[src/rtl/fp32_pkg.sv]
// Shared definitions for the single-precision divider: constants, FSM states,
// operand classes and the flag bundle reported with every result.
package fp32_pkg;

    localparam int          EXP_BIAS = 127;
    localparam logic [31:0] QNAN     = 32'h7FC0_0000;
    localparam int          DIV_ITER = 26;
    localparam int          CNT_W    = 5;

    typedef enum logic [2:0] {
        S_IDLE,
        S_UNPACK,
        S_DIVIDE,
        S_ROUND,
        S_DONE
    } state_e;

    typedef enum logic [1:0] {
        CLS_ZERO,
        CLS_NORMAL,
        CLS_INF,
        CLS_NAN
    } fp_class_e;

    typedef struct packed {
        logic ovf;
        logic dz;
        logic nv;
    } flags_t;

    // Denormals fall into CLS_ZERO: the divider flushes them to signed zero.
    function automatic fp_class_e classify(input logic [31:0] x);
        if (x[30:23] == 8'h00) return CLS_ZERO;
        if (x[30:23] != 8'hFF) return CLS_NORMAL;
        return (x[22:0] == 23'd0) ? CLS_INF : CLS_NAN;
    endfunction

endpackage

[src/rtl/fp32_div_iter.sv]
// Restoring mantissa divider: one quotient bit per step, DIV_ITER steps after a
// load, then holds the quotient and remainder until the next load.
module fp32_div_iter
    import fp32_pkg::*;
(
    input  logic        clk,
    input  logic        rst,
    input  logic        load_i,
    input  logic        step_i,
    input  logic [23:0] dividend_i,
    input  logic [23:0] divisor_i,
    output logic [25:0] quot_o,
    output logic        rem_nz_o,
    output logic        last_o
);

    logic [24:0]      rem_q, rem_d;
    logic [25:0]      quot_q, quot_d;
    logic [23:0]      div_q, div_d;
    logic [CNT_W-1:0] cnt_q, cnt_d;
    logic [25:0]      diff;
    logic [24:0]      rem_keep;
    logic             ge;

    assign last_o   = (cnt_q == CNT_W'(DIV_ITER));
    assign quot_o   = quot_q;
    assign rem_nz_o = (rem_q != '0);

    // NOTE: every signal written here gets a default first so no latch is inferred.
    always_comb begin
        rem_d    = rem_q;
        quot_d   = quot_q;
        div_d    = div_q;
        cnt_d    = cnt_q;
        diff     = {1'b0, rem_q} - {2'b00, div_q};
        ge       = ~diff[25];
        rem_keep = ge ? diff[24:0] : rem_q;
        if (load_i) begin
            rem_d  = {1'b0, dividend_i};
            quot_d = '0;
            div_d  = divisor_i;
            cnt_d  = '0;
        end else if (step_i && !last_o) begin
            rem_d  = rem_keep << 1;
            quot_d = {quot_q[24:0], ge};
            cnt_d  = cnt_q + 1'b1;
        end
    end

    // NOTE: sequential state uses non-blocking assignments so all registers update together.
    always_ff @(posedge clk or negedge rst) begin
        if (!rst) begin
            rem_q  <= '0;
            quot_q <= '0;
            div_q  <= '0;
            cnt_q  <= '0;
        end else begin
            rem_q  <= rem_d;
            quot_q <= quot_d;
            div_q  <= div_d;
            cnt_q  <= cnt_d;
        end
    end

endmodule

[src/rtl/fp32_divider.sv]
// IEEE-754 single-precision divider, fixed 30-cycle latency from accepted start
// to done, with RNE or truncating rounding and ovf/dz/nv flags.
module fp32_divider
    import fp32_pkg::*;
#(
    parameter bit ROUND_RNE = 1'b1
) (
    input  logic        clk,
    input  logic        rst,
    input  logic        start,
    input  logic [31:0] a,
    input  logic [31:0] b,
    output logic [31:0] result,
    output logic        done,
    output logic        busy,
    output logic        ovf,
    output logic        dz,
    output logic        nv
);

    state_e             state_q, state_d;
    logic [31:0]        a_q, a_d, b_q, b_d;
    logic               sign_q, sign_d;
    logic signed [9:0]  exp_q, exp_d;
    logic               spec_q, spec_d;
    logic [31:0]        spec_res_q, spec_res_d;
    flags_t             spec_flags_q, spec_flags_d;
    logic [31:0]        result_q, result_d;
    flags_t             flags_q, flags_d;

    logic               iter_load, iter_step, iter_last, iter_rem_nz;
    logic [25:0]        iter_quot;

    fp_class_e          cls_a, cls_b;
    logic               sp_hit;
    logic [31:0]        sp_res;
    flags_t             sp_flags;
    logic signed [9:0]  unpack_exp;

    logic               norm, guard, sticky, round_up;
    logic [23:0]        mant;
    logic [24:0]        mant_r;
    logic [22:0]        frac;
    logic signed [9:0]  exp_n, exp_r;
    logic [31:0]        rnd_res;
    flags_t             rnd_flags;

    fp32_div_iter u_iter (
        .clk        (clk),
        .rst        (rst),
        .load_i     (iter_load),
        .step_i     (iter_step),
        .dividend_i ({1'b1, a_q[22:0]}),
        .divisor_i  ({1'b1, b_q[22:0]}),
        .quot_o     (iter_quot),
        .rem_nz_o   (iter_rem_nz),
        .last_o     (iter_last)
    );

    assign unpack_exp = $signed({2'b00, a_q[30:23]}) - $signed({2'b00, b_q[30:23]})
                      + 10'(EXP_BIAS);

    always_comb begin
        cls_a    = classify(a_q);
        cls_b    = classify(b_q);
        sp_hit   = 1'b1;
        sp_res   = '0;
        sp_flags = '0;
        if (cls_a == CLS_NAN || cls_b == CLS_NAN) begin
            sp_res      = QNAN;
            sp_flags.nv = 1'b1;
        end else if ((cls_a == CLS_ZERO && cls_b == CLS_ZERO) ||
                     (cls_a == CLS_INF  && cls_b == CLS_INF)) begin
            sp_res      = QNAN;
            sp_flags.nv = 1'b1;
        end else if (cls_a == CLS_NORMAL && cls_b == CLS_ZERO) begin
            sp_res      = {a_q[31] ^ b_q[31], 8'hFF, 23'd0};
            sp_flags.dz = 1'b1;
        end else if (cls_a == CLS_INF) begin
            sp_res = {a_q[31] ^ b_q[31], 8'hFF, 23'd0};
        end else if (cls_a == CLS_ZERO || cls_b == CLS_INF) begin
            sp_res = {a_q[31] ^ b_q[31], 31'd0};
        end else begin
            sp_hit = 1'b0;
        end
    end

    // A quotient below 1.0 has its leading one at bit 24 and needs one left shift.
    always_comb begin
        norm      = iter_quot[25];
        mant      = norm ? iter_quot[25:2] : iter_quot[24:1];
        guard     = norm ? iter_quot[1] : iter_quot[0];
        sticky    = (norm & iter_quot[0]) | iter_rem_nz;
        exp_n     = norm ? exp_q : exp_q - 10'sd1;
        round_up  = ROUND_RNE && guard && (sticky || mant[0]);
        mant_r    = {1'b0, mant} + {24'd0, round_up};
        exp_r     = mant_r[24] ? exp_n + 10'sd1 : exp_n;
        frac      = mant_r[24] ? mant_r[23:1] : mant_r[22:0];
        rnd_flags = '0;
        if (exp_r >= 10'sd255) begin
            rnd_res       = {sign_q, 8'hFF, 23'd0};
            rnd_flags.ovf = 1'b1;
        end else if (exp_r <= 10'sd0) begin
            rnd_res = {sign_q, 31'd0};
        end else begin
            rnd_res = {sign_q, exp_r[7:0], frac};
        end
    end

    always_comb begin
        state_d      = state_q;
        a_d          = a_q;
        b_d          = b_q;
        sign_d       = sign_q;
        exp_d        = exp_q;
        spec_d       = spec_q;
        spec_res_d   = spec_res_q;
        spec_flags_d = spec_flags_q;
        result_d     = result_q;
        flags_d      = flags_q;
        iter_load    = 1'b0;
        iter_step    = 1'b0;
        unique case (state_q)
            S_IDLE: begin
                if (start) begin
                    a_d     = a;
                    b_d     = b;
                    state_d = S_UNPACK;
                end
            end
            S_UNPACK: begin
                sign_d       = a_q[31] ^ b_q[31];
                exp_d        = unpack_exp;
                spec_d       = sp_hit;
                spec_res_d   = sp_res;
                spec_flags_d = sp_flags;
                iter_load    = 1'b1;
                state_d      = S_DIVIDE;
            end
            S_DIVIDE: begin
                iter_step = 1'b1;
                if (iter_last) state_d = S_ROUND;
            end
            S_ROUND: begin
                result_d = spec_q ? spec_res_q : rnd_res;
                flags_d  = spec_q ? spec_flags_q : rnd_flags;
                state_d  = S_DONE;
            end
            S_DONE:  state_d = S_IDLE;
            default: state_d = S_IDLE;
        endcase
    end

    always_ff @(posedge clk or negedge rst) begin
        if (!rst) begin
            state_q      <= S_IDLE;
            a_q          <= '0;
            b_q          <= '0;
            sign_q       <= 1'b0;
            exp_q        <= '0;
            spec_q       <= 1'b0;
            spec_res_q   <= '0;
            spec_flags_q <= '0;
            result_q     <= '0;
            flags_q      <= '0;
        end else begin
            state_q      <= state_d;
            a_q          <= a_d;
            b_q          <= b_d;
            sign_q       <= sign_d;
            exp_q        <= exp_d;
            spec_q       <= spec_d;
            spec_res_q   <= spec_res_d;
            spec_flags_q <= spec_flags_d;
            result_q     <= result_d;
            flags_q      <= flags_d;
        end
    end

    assign result = result_q;
    assign done   = (state_q == S_DONE);
    assign busy   = (state_q != S_IDLE);
    assign ovf    = flags_q.ovf;
    assign dz     = flags_q.dz;
    assign nv     = flags_q.nv;

endmodule

[config.mk]
export PLATFORM = sky130hd
export DESIGN_NAME = fp32_divider
export DESIGN_NICKNAME = d
export VERILOG_FILES = /design/src/rtl/fp32_pkg.sv /design/src/rtl/fp32_div_iter.sv /design/src/rtl/fp32_divider.sv
export SDC_FILE = /design/constraint.sdc
export NUM_CORES = 1
export LEC_CHECK = 0
export CORE_MARGIN = 2
export CORE_UTILIZATION = 59
export CTS_CLUSTER_SIZE = 24
export DETAILED_ROUTE_END_ITERATION = 16
export PLACE_DENSITY = 0.81
export REMOVE_ABC_BUFFERS = 1
export SETUP_SLACK_MARGIN = 0.2
export SLEW_MARGIN = 25
export SYNTH_ARGS = -nofsm -noshare
export SYNTH_HDL_FRONTEND = slang
export SYNTH_HIERARCHICAL = 1
export SYNTH_SLANG_ARGS = --single-unit
[constraint.sdc]
create_clock -name clk -period 5.6 [get_ports clk]
set_clock_uncertainty 0.2 [all_clocks]
set_input_delay 1.12 -clock clk [delete_from_list [all_inputs] [get_ports clk]]
set_output_delay 1.12 -clock clk [all_outputs]
set_load 0.01 [all_outputs]
==> reports/qor.txt, run 1 <==
Post-CTS Hold Fix Bufs -> 0
Post-route ant nets -> 0
CTS Buf Count -> 17
Initial DRT Pass Iterations -> 7
Library cells used by synthesis -> 80
Largest net degree at the start of global routing -> 102
Slew Limit Fails -> 0
Pleak -> 5.549 nW
Gr usage total -> 26.90%
Antenna diode count -> 0
Drt via density -> 6.057
Cells after Synth -> 1236
Max-slew headroom -> 37.99%
Clk buf depth -> 2
Post-DR wirelength/cell -> 17.39 µm
CTS Sinks -> 198
Crit-path max FO -> 23
Hold Violations, Final -> 0
Die Wd -> 144.9 µm
I/O pins -> 104
Detail Placement HPWL -> 19260 µm
WS Path Type -> reg -> reg
Clock root buffer -> clkbuf_16
Worst Hold Class -> reg -> reg
Register area share after synthesis -> 42.28%
Final Cycle Share -> 76.87%
CORE AREA -> 19460 µm²
IO buf count -> 103
Row Count -> 51
Commonest register cell after synthesis -> dfrtp_1
GR Overflow Total -> 0
Worst-Margin Slew -> 0.9302 ns
Fin Setup TNS -> 0 ns
Total power -> 8.239 mW
Commonest non-fill, non-tap cell in the layout -> dfrtp_1
WL final -> 27440 µm
Synth Cell Area -> 11720 µm²
Synthesized flop and latch total -> 198
Die footprint -> 21010 µm²
Number of global-route vias before repair -> 9468
CP Capture Type -> register
CP arrival -> 4.43 ns
Outcome -> finished, final reports clean
Syn avg cell area -> 9.481 µm²
RSZ-0062 raised after global routing -> false
Remaining DRCs -> 0
Startpoint types -> register
Starting Density -> 60.21%
Most frequent cells in the layout -> dfrtp_1 (198), nand2_1 (170), clkdlybuf4s50_1 (102)
Synthesis Warnings -> 6
Fraction of registers with async set or reset after synthesis -> 100.0%
# resized after CTS -> 0
Postcts setup bufs -> 0
Final setup fails -> 0
Maximum capacitance violations -> 0
First-pass GRT wire length -> 46930 µm
Synth area leader -> dfrtp_1
Max IR drop VDD -> 0.3042 mV
CTS tree -> done
Die height -> 144.9 µm
F_max -> 0.2323 GHz
Area Growth Syn to Fin -> 14.84%
Initial antenna violation count -> 0
Worst path required time -> 5.73 ns
Ratio of cells with drive above 1 in the final layout -> 9.216%
Gpl congestion -> 0.9301
Clk_lat worst skew -> 0.44 ns
Nets@finish -> 1408
DRT iter0 DRCs -> 831
Yosys top cell area share -> 42.28%
Total number of vias -> 9558
Post-synth EDFFs -> 0
H-Tree Depth -> 4
Synth area leaders -> dfrtp_1 (42%), mux2_2 (5.6%), nand2_1 (5.4%), o21ai_0 (4.1%), ha_1 (4.1%)
Clock Pin Slew Worst Setup and Hold Paths -> 0.07 ns
Min Clock Period, post-route -> 4.305 ns
Pwr dens -> 612.2 nW/µm²
-- cell type report --
class / count / area, µm²
Fill cell: 1527 / 6005
Clock buffer: 19 / 442.9
Sequential cell: 198 / 4955
Timing Repair Buffer: 112 / 1115
Inverter: 54 / 203.9
Clock inverter: 12 / 117.6
Multi-Input combinational cell: 918 / 6292
Tap cell: 265 / 331.6
-- state kept, by name, summed over array words and instances, names as in the netlist --
| name | cells |
|---|---|
| exp_q | 10 |
| dz | 1 |
| u_iter/rem_q | 25 |
| u_iter/cnt_q | 5 |
| nv | 1 |
| spec_flags_q | 1 |
| spec_res_q | 3 |
| result | 32 |
| u_iter/div_q | 24 |
| sign_q | 1 |
| a_q | 32 |
| ovf | 1 |
| u_iter/quot_o | 26 |
| b_q | 32 |
| spec_q | 1 |
| state_q | 3 |
-- report_power, final --
group | switching (mW) | internal (mW) | total, mW
registers | 0.530 | 1.99 | 2.52
logic | 2.56 | 1.97 | 4.53
clock network | 0.564 | 0.630 | 1.19
total | 3.65 | 4.59 | 8.24
-- metal layers --
metal  up-vias  GRT usage, %  wire [µm]
li1       4574             -          -
met2       255         47.17      13880
met5         -             0          0
met3        38         3.208       1174
met1      4691         35.48      11910
met4         0         7.178        461
-- worst paths after layout --
| check | start | end | slack (ns) | depth (start not counted) |
|---|---|---|---|---|
| setup / recovery | u_iter/quot_o[25] | result[1] | 1.30 | 11 |
| hold / removal | spec_res_q[22] | spec_res_q[22] | 0.29 | 2 |
| setup reg to reg | u_iter/quot_o[25] | result[1] | 1.30 | 11 |
| hold reg to reg | spec_res_q[22] | spec_res_q[22] | 0.29 | 2 |
| max in group asynchronous | rst | u_iter/rem_q[12] | 3.61 | 2 |
| min in group asynchronous | rst | u_iter/cnt_q[4] | 0.56 | 1 |
-- worst max-delay path: stages (launching register included) --
cell      delay (ns)
dfrtp_1         0.64
nand2b_1        0.30
a21boi_0        0.19
ha_1            0.22
nand2_1         0.11
nor4_4          0.53
nand4_1         0.53
nor2_1          0.27
xnor2_1         0.12
or3_1           0.37
o311a_4         0.43
a32o_1          0.28
-- logic make-up (layout without fill, tap and decap cells) --
family / count (synthesis) / in the layout / synth area share, %
fa+ha+maj: 40 / 40 / 4.399
other cells: 1 / 2 / 0.03200
mux: 102 / 102 / 9.332
buf+inv: 121 / 197 / 4.207
simple gates: 393 / 393 / 16.91
xor+xnor: 80 / 80 / 5.979
compound gates: 301 / 301 / 16.86
flops: 198 / 198 / 42.28
-- stage by stage --
| step | instances | worst slack, ns | utilization (%) | instance area, µm² | hold WS (ns) |
|---|---|---|---|---|---|
| floorplan | 1170 | 0.9203 | - | 11430 | 0.2451 |
| global placement | 1547 | 1.417 | 66.24 | 12890 | 0.2600 |
| detailed placement | 1547 | 1.318 | 66.27 | 12900 | 0.2645 |
| CTS | 1578 | 1.325 | 69.15 | 13460 | 0.2813 |
| global route | 1578 | 1.089 | 69.15 | 13460 | 0.3130 |
| finish | 1578 | 1.295 | 69.15 | 13460 | 0.2878 |
-- synthesized netlist by cell type (all sizes together), types with 9 or more instances --
cell and number:
nor4 24, a221o 9, buf 18, nand2 170, o21ai 98, nor3b 28
inv 54, dfrtp 198, clkbuf 49, mux2i 44, xnor2 44, nor3 23
a21oi 79, a32o 13, a22o 10, nand3 23, o211ai 9, nand2b 10
xor2 36, mux2 58, nor2 39, nand4 17, ha 38, and2 12
Power figures use the tool's default switching activity.
==> run 2: changes to the inputs <==
--- a/config.mk
+++ b/config.mk
@@ -6,10 +6,10 @@
 export NUM_CORES = 1
 export LEC_CHECK = 0
 export CORE_MARGIN = 2
-export CORE_UTILIZATION = 59
+export CORE_UTILIZATION = 53
 export CTS_CLUSTER_SIZE = 24
 export DETAILED_ROUTE_END_ITERATION = 16
-export PLACE_DENSITY = 0.81
+export PLACE_DENSITY = 0.77
 export REMOVE_ABC_BUFFERS = 1
 export SETUP_SLACK_MARGIN = 0.2
 export SLEW_MARGIN = 25
==> constraint.sdc (replaced) <==
create_clock -name clk -period 3.66 [get_ports clk]
set_clock_uncertainty 0.2 [all_clocks]
set_input_delay 0.732 -clock clk [delete_from_list [all_inputs] [get_ports clk]]
set_output_delay 0.732 -clock clk [all_outputs]
set_load 0.01 [all_outputs]
==> reports/qor.txt, run 2 (synthesis gave the netlist of run 1 again) <==
Dpl cells -> 1588 (was 1547)
Clock Pin Slew Worst Setup and Hold Paths -> 0.07 ns (about the same)
Placed instance area -> 13140 µm² (was 12900 µm²)
Hold Violations, Final -> 0 (unchanged)
Drt via density -> 5.927 (was 6.057)
Area occupied by multi-input gates -> 6449 µm² (was 6292 µm²)
Storage cell area -> 4955 µm² (unchanged)
Crit-path max FO -> 19 (was 23)
Final Cycle Share -> 92.96% (was 76.87%)
Remaining DRCs -> 0 (unchanged)
Final Non-Filler Cells -> 1630 (was 1578)
Outcome -> finished, final reports clean (unchanged)
Ratio of cells with drive above 1 in the final layout -> 13.04% (was 9.216%)
CP max stage delay -> 0.42 ns (was 0.64 ns)
CORE AREA -> 21760 µm² (was 19460 µm²)
Min Clock Period, post-route -> 3.402 ns (was 4.305 ns)
First-pass GRT wire length -> 47250 µm (was 46930 µm)
Post-DR wirelength/cell -> 17.38 µm (was 17.39 µm)
Pwr dens -> 944.1 nW/µm² (was 612.2 nW/µm²)
RSZ-0062 raised after global routing -> true (was false)
Area Growth Syn to Fin -> 18.97% (was 14.84%)
Die Wd -> 152.7 µm (was 144.9 µm)
Row Count -> 54 (was 51)
Worst Hold Class -> in -> async (was reg -> reg)
Total number of vias -> 9661 (was 9558)
Startpoint types -> register (unchanged)
Min Hold Slack -> 0.1098 ns (was 0.2878 ns)
H-Tree Depth -> 4 (unchanged)
CTS Sinks -> 198 (unchanged)
Clk_lat worst skew -> 0.43 ns (was 0.44 ns)
Pleak -> 5.774 nW (was 5.549 nW)
Largest net degree at the start of global routing -> 91 (was 102)
Final setup fails -> 0 (unchanged)
F_max -> 0.2939 GHz (was 0.2323 GHz)
Nets@finish -> 1444 (was 1408)
Final Cell Area -> 13940 µm² (was 13460 µm²)
Gpl congestion -> 0.9791 (was 0.9301)
Max-slew headroom -> 48.99% (was 37.99%)
CTS Buf Count -> 17 (unchanged)
Initial antenna violation count -> 0 (unchanged)
Slew Limit Fails -> 0 (unchanged)
Initial DRT Pass Iterations -> 5 (was 7)
Detail Placement HPWL -> 19940 µm (was 19260 µm)
CP arrival -> 3.53 ns (was 4.43 ns)
Worst-Margin Slew -> 0.7651 ns (was 0.9302 ns)
WS Path Type -> reg -> reg (unchanged)
Die height -> 152.7 µm (was 144.9 µm)
Total power -> 13.16 mW (was 8.239 mW)
CP Capture Type -> register (unchanged)
Post-route ant nets -> 0 (unchanged)
Antenna diode count -> 0 (unchanged)
Clk buf depth -> 2 (unchanged)
IO buf count -> 103 (unchanged)
Most frequent cells in the layout -> dfrtp_1 (198), nand2_1 (170), clkdlybuf4s50_1 (102) (unchanged)
Clock root buffer -> clkbuf_16 (unchanged)
Starting Density -> 53.86% (was 60.21%)
GR Overflow Total -> 0 (unchanged)
Slowest CP cell -> dfrtp_1 (unchanged)
Maximum capacitance violations -> 0 (unchanged)
Gr usage total -> 24.43% (was 26.90%)
Die footprint -> 23320 µm² (was 21010 µm²)
DRT iter0 DRCs -> 641 (was 831)
Number of global-route vias before repair -> 9369 (was 9468)
Commonest non-fill, non-tap cell in the layout -> dfrtp_1 (unchanged)
I/O pins -> 104 (unchanged)
Worst path required time -> 3.79 ns (was 5.73 ns)
Number of fill cells -> 1772 (was 1527)
Critical-path cell list -> buf_4 -> inv_2 -> mux2i_1 -> ha_1 -> o211ai_1 -> nor2_1 -> xnor2_1 -> or3_4 -> o311a_4 -> a32o_1 (was nand2b_1 -> a21boi_0 -> ha_1 -> nand2_1 -> nor4_4 -> nand4_1 -> nor2_1 -> xnor2_1 -> or3_1 -> o311a_4 -> a32o_1)
Max IR drop VDD -> 0.4617 mV (was 0.3042 mV)
Core Util, Final -> 64.08% (was 69.15%)
CTS tree -> done (unchanged)
WL final -> 28340 µm (was 27440 µm)
[run 2: metal layers]
layer,track usage [%],share of wire [%]
met4,7.716,2.5
met5,0,0
met3,3.214,3.6
met2,41.30,49
met1,32.84,45
[run 2: cell type report]
class / instances / share of cell area, %
multi-input cells: 920 / 46.25
repair buffers: 146 / 10.12
clock buffers: 17 / 3.051
inverters: 54 / 1.463
flip-flops and latches: 198 / 35.54
clock inverters: 15 / 1.059
well taps: 280 / 2.513
[run 2: worst paths after layout]
path / startpoint / endpoint / slack [ns] / cells past startpoint
max: u_iter/quot_o[25] / result[20] / 0.26 / 10
min: rst / state_q[0] / 0.11 / 1
max reg2reg: u_iter/quot_o[25] / result[20] / 0.26 / 10
min reg2reg: result[31] / result[31] / 0.29 / 2
max in group asynchronous: rst / result[17] / 2.26 / 2
min in group clk: result[31] / result[31] / 0.29 / 2
[run 2: per-stage QoR]
stage / setup TNS [ns] / setup slack [ns]
5_1_grt: 0 / 0.1701
3_3_place_gp: 0 / 0.2298
4_1_cts: 0 / 0.2097
3_5_place_dp: 0 / 0.1304
6_report: 0 / 0.2576
2_1_floorplan: -70.59 / -0.7388
[run 2: power breakdown]
part | internal, mW | leakage (nW) | switching (mW)
logic | 3.39 | 3.00 | 4.09
clock network | 0.957 | 0.272 | 0.897
registers | 3.04 | 2.51 | 0.793
total | 7.38 | 5.77 | 5.78
[run 2: worst max-delay path: cells and delay by family, from the launching register on]
| family | cells | cell delay, ns |
|---|---|---|
| DFF | 1 | 0.42 |
| and+or+nand+nor | 2 | 0.59 |
| AOI/OAI and AO/OA | 3 | 0.87 |
| adders and majority gates | 1 | 0.38 |
| muxes | 1 | 0.39 |
| buffers and inverters | 2 | 0.32 |
| xor gates and xnor gates | 1 | 0.12 |
[run 2: repair_timing]
item / in CTS / in global routing
hold buffers: 0 / 0
resized for setup: 3 / 25
pin swaps: 2 / 6
cloned: 1 / 1
setup endpoints to repair: 19 / 49
setup buffers: 2 / 6
==> run 3: changes to the inputs <==
--- a/config.mk
+++ b/config.mk
@@ -15,5 +15,4 @@
 export SLEW_MARGIN = 25
 export SYNTH_ARGS = -nofsm -noshare
 export SYNTH_HDL_FRONTEND = slang
-export SYNTH_HIERARCHICAL = 1
 export SYNTH_SLANG_ARGS = --single-unit
==> reports/qor.txt, run 3 <==
Post-route ant nets -> 0 (unchanged)
Fin Setup TNS -> 0 ns (unchanged)
Area Growth Syn to Fin -> 19.50% (was 18.97%)
Final setup fails -> 0 (unchanged)
Gr usage total -> 24.43% (about the same)
Clock root buffer -> clkbuf_16 (unchanged)
CTS tree -> done (unchanged)
Die Wd -> 151.6 µm (was 152.7 µm)
I/O pins -> 104 (unchanged)
Worst path required time -> 3.79 ns (about the same)
IO buf count -> 103 (unchanged)
Most frequent cells in the layout -> dfrtp_1 (197), nand2_1 (166), clkdlybuf4s50_1 (102) (was dfrtp_1 (198), nand2_1 (170), clkdlybuf4s50_1 (102))
Initial DRT Pass Iterations -> 5 (unchanged)
Crit-path max FO -> 34 (was 19)
Detail Placement HPWL -> 19150 µm (was 19940 µm)
WS Path Type -> reg -> reg (unchanged)
Yosys top cell area share -> 42.93% (was 42.28%)
Clk_lat worst skew -> 0.44 ns (was 0.43 ns)
H-Tree Depth -> 4 (unchanged)
CORE AREA -> 21220 µm² (was 21760 µm²)
Max IR drop VDD -> 0.5891 mV (was 0.4617 mV)
CP Capture Type -> register (unchanged)
Largest net degree at the start of global routing -> 87 (was 91)
Synth Cell Area -> 11540 µm² (was 11720 µm²)
Cells after Synth -> 1228 (was 1236)
Register area share after synthesis -> 42.93% (was 42.28%)
Post-Place Setup Slack -> -0.1946 ns (was 0.1304 ns)
Total power -> 13.01 mW (was 13.16 mW)
Post-synth EDFFs -> 0 (unchanged)
Total number of vias -> 9415 (was 9661)
Die footprint -> 22970 µm² (was 23320 µm²)
Synthesized flop and latch total -> 198 (unchanged)
Remaining DRCs -> 0 (unchanged)
Synth top cells by count -> dfrtp_1 (198), nand2_1 (167), o21ai_0 (99) (was dfrtp_1 (198), nand2_1 (170), o21ai_0 (96))
Ratio of cells with drive above 1 in the final layout -> 14.44% (was 13.04%)
Synth area leader -> dfrtp_1 (unchanged)
CTS Sinks -> 198 (unchanged)
Nets@finish -> 1431 (was 1444)
Commonest non-fill, non-tap cell in the layout -> dfrtp_1 (unchanged)
Final Cell Area -> 13790 µm² (was 13940 µm²)
Clk buf depth -> 2 (unchanged)
Final Cycle Share -> 92.60% (was 92.96%)
Outcome -> finished, final reports clean (unchanged)
CTS Buf Count -> 17 (unchanged)
Commonest register cell after synthesis -> dfrtp_1 (unchanged)
Worst-Margin Slew -> 0.7747 ns (was 0.7651 ns)
Library cells used by synthesis -> 71 (was 80)
Fraction of registers with async set or reset after synthesis -> 100.0% (unchanged)
Maximum capacitance violations -> 0 (unchanged)
Hold Violations, Final -> 0 (unchanged)
Pwr dens -> 943.4 nW/µm² (was 944.1 nW/µm²)
Synth area leaders -> dfrtp_1 (43%), mux2_2 (6.0%), nand2_1 (5.4%), o21ai_0 (4.3%), ha_1 (4.1%) (was dfrtp_1 (42%), mux2_2 (5.6%), nand2_1 (5.4%), o21ai_0 (4.1%), ha_1 (4.1%))
F_max -> 0.2950 GHz (was 0.2939 GHz)
First-pass GRT wire length -> 44880 µm (was 47250 µm)
Drt via density -> 5.841 (was 5.927)
Antenna diode count -> 0 (unchanged)
Row Count -> 53 (was 54)
WL final -> 27030 µm (was 28340 µm)
Synthesis Warnings -> 0 (was 6)
Max-slew headroom -> 48.13% (was 48.99%)
Starting Density -> 54.39% (was 53.86%)
Placed instance area -> 12950 µm² (was 13140 µm²)
Min Clock Period, post-route -> 3.389 ns (was 3.402 ns)
Clock Pin Slew Worst Setup and Hold Paths -> 0.07 ns (about the same)
Gpl congestion -> 0.8837 (was 0.9791)
Initial antenna violation count -> 0 (unchanged)
Setup slack after layout -> 0.2707 ns (was 0.2576 ns)
Die height -> 151.6 µm (was 152.7 µm)
Post-CTS Hold Fix Bufs -> 0 (unchanged)
DRT iter0 DRCs -> 603 (was 641)
Pleak -> 5.858 nW (was 5.774 nW)
Count leader, synth -> dfrtp_1 (unchanged)
GR Overflow Total -> 0 (unchanged)
CP arrival -> 3.52 ns (was 3.53 ns)
Post-DR wirelength/cell -> 16.77 µm (was 17.38 µm)
Startpoint types -> register (unchanged)
Slew Limit Fails -> 0 (unchanged)
Worst Hold Class -> in -> async (unchanged)
Syn avg cell area -> 9.398 µm² (was 9.481 µm²)
Number of global-route vias before repair -> 9138 (was 9369)
Core Util, Final -> 64.99% (was 64.08%)
RSZ-0062 raised after global routing -> true (unchanged)
run 3: final cells by class:
| type | instances | area, µm² |
|---|---|---|
| Clock buffer | 18 | 439.2 |
| Clock inverter | 14 | 118.9 |
| Fill cell | 1662 | 7428 |
| Inverter | 56 | 212.7 |
| Multi-Input combinational cell | 903 | 6254 |
| Sequential cell | 198 | 4956 |
| Tap cell | 275 | 344.1 |
| Timing Repair Buffer | 148 | 1468 |
run 3: worst max-delay path, cell delays in order, from the launching register on:
cell and delay, ns:
dfrtp_2 0.47, buf_6 0.21, nand2b_2 0.24, a2111oi_4 0.39, buf_4 0.18, and4_2 0.28
nand3_1 0.13, xnor2_2 0.19, nand4b_1 0.24, o31ai_4 0.33, nor3b_4 0.08, buf_12 0.14
a22o_1 0.19
run 3: kinds of logic (layout without fill, tap and decap cells):
family	Yosys count	after routing	synth area share, %
AO/OA/AOI/OAI	283	283	16.02
adder cells (fa/ha/maj)	40	40	4.467
AND/OR/NAND/NOR	408	408	17.41
XOR/XNOR	82	82	6.223
flip-flops	198	198	42.93
multiplexers	90	90	8.478
buffers and inverters	127	236	4.467
run 3: final timing paths:
path	to	slack [ns]	start	depth (start not counted)
min in group clk	u_iter.div_q[23]	0.25	u_iter.div_q[23]	2
max in group asynchronous	b_q[7]	2.34	rst	2
min	a_q[23]	0.13	rst	1
max reg2reg	result[15]	0.27	u_iter.quot_o[25]	12
max	result[15]	0.27	u_iter.quot_o[25]	12
min reg2reg	u_iter.div_q[23]	0.25	u_iter.div_q[23]	2
run 3: what timing repair did:
action / in CTS / in global routing
buffers inserted: 6 / 2
endpoints found under the setup margin: 45 / 53
resized for setup: 13 / 31
cloned: 0 / 1
pin swaps: 4 / 26
hold endpoints to repair: 0 / 0
run 3: per-layer routing:
metal	wire length [µm]	up-vias	GRT usage, %
li1	-	4564	-
met2	13060	249	41.22
met5	0	-	0
met4	410	0	6.898
met3	1194	37	4.251
met1	12360	4565	32.55
run 3: power by group:
group	switching [mW]	internal, mW	total (mW)
Clock	0.894	0.906	1.80
Combinational	3.89	3.34	7.24
Sequential	0.896	3.08	3.98
run 3: stage by stage:
step / hold slack (ns) / instances
after CTS: 0.1647 / 1609
after detailed placement: 0.2328 / 1571
final: 0.1319 / 1612
after floorplan: 0.2181 / 1157
after global routing: 0.1932 / 1612
after global placement: 0.2291 / 1571
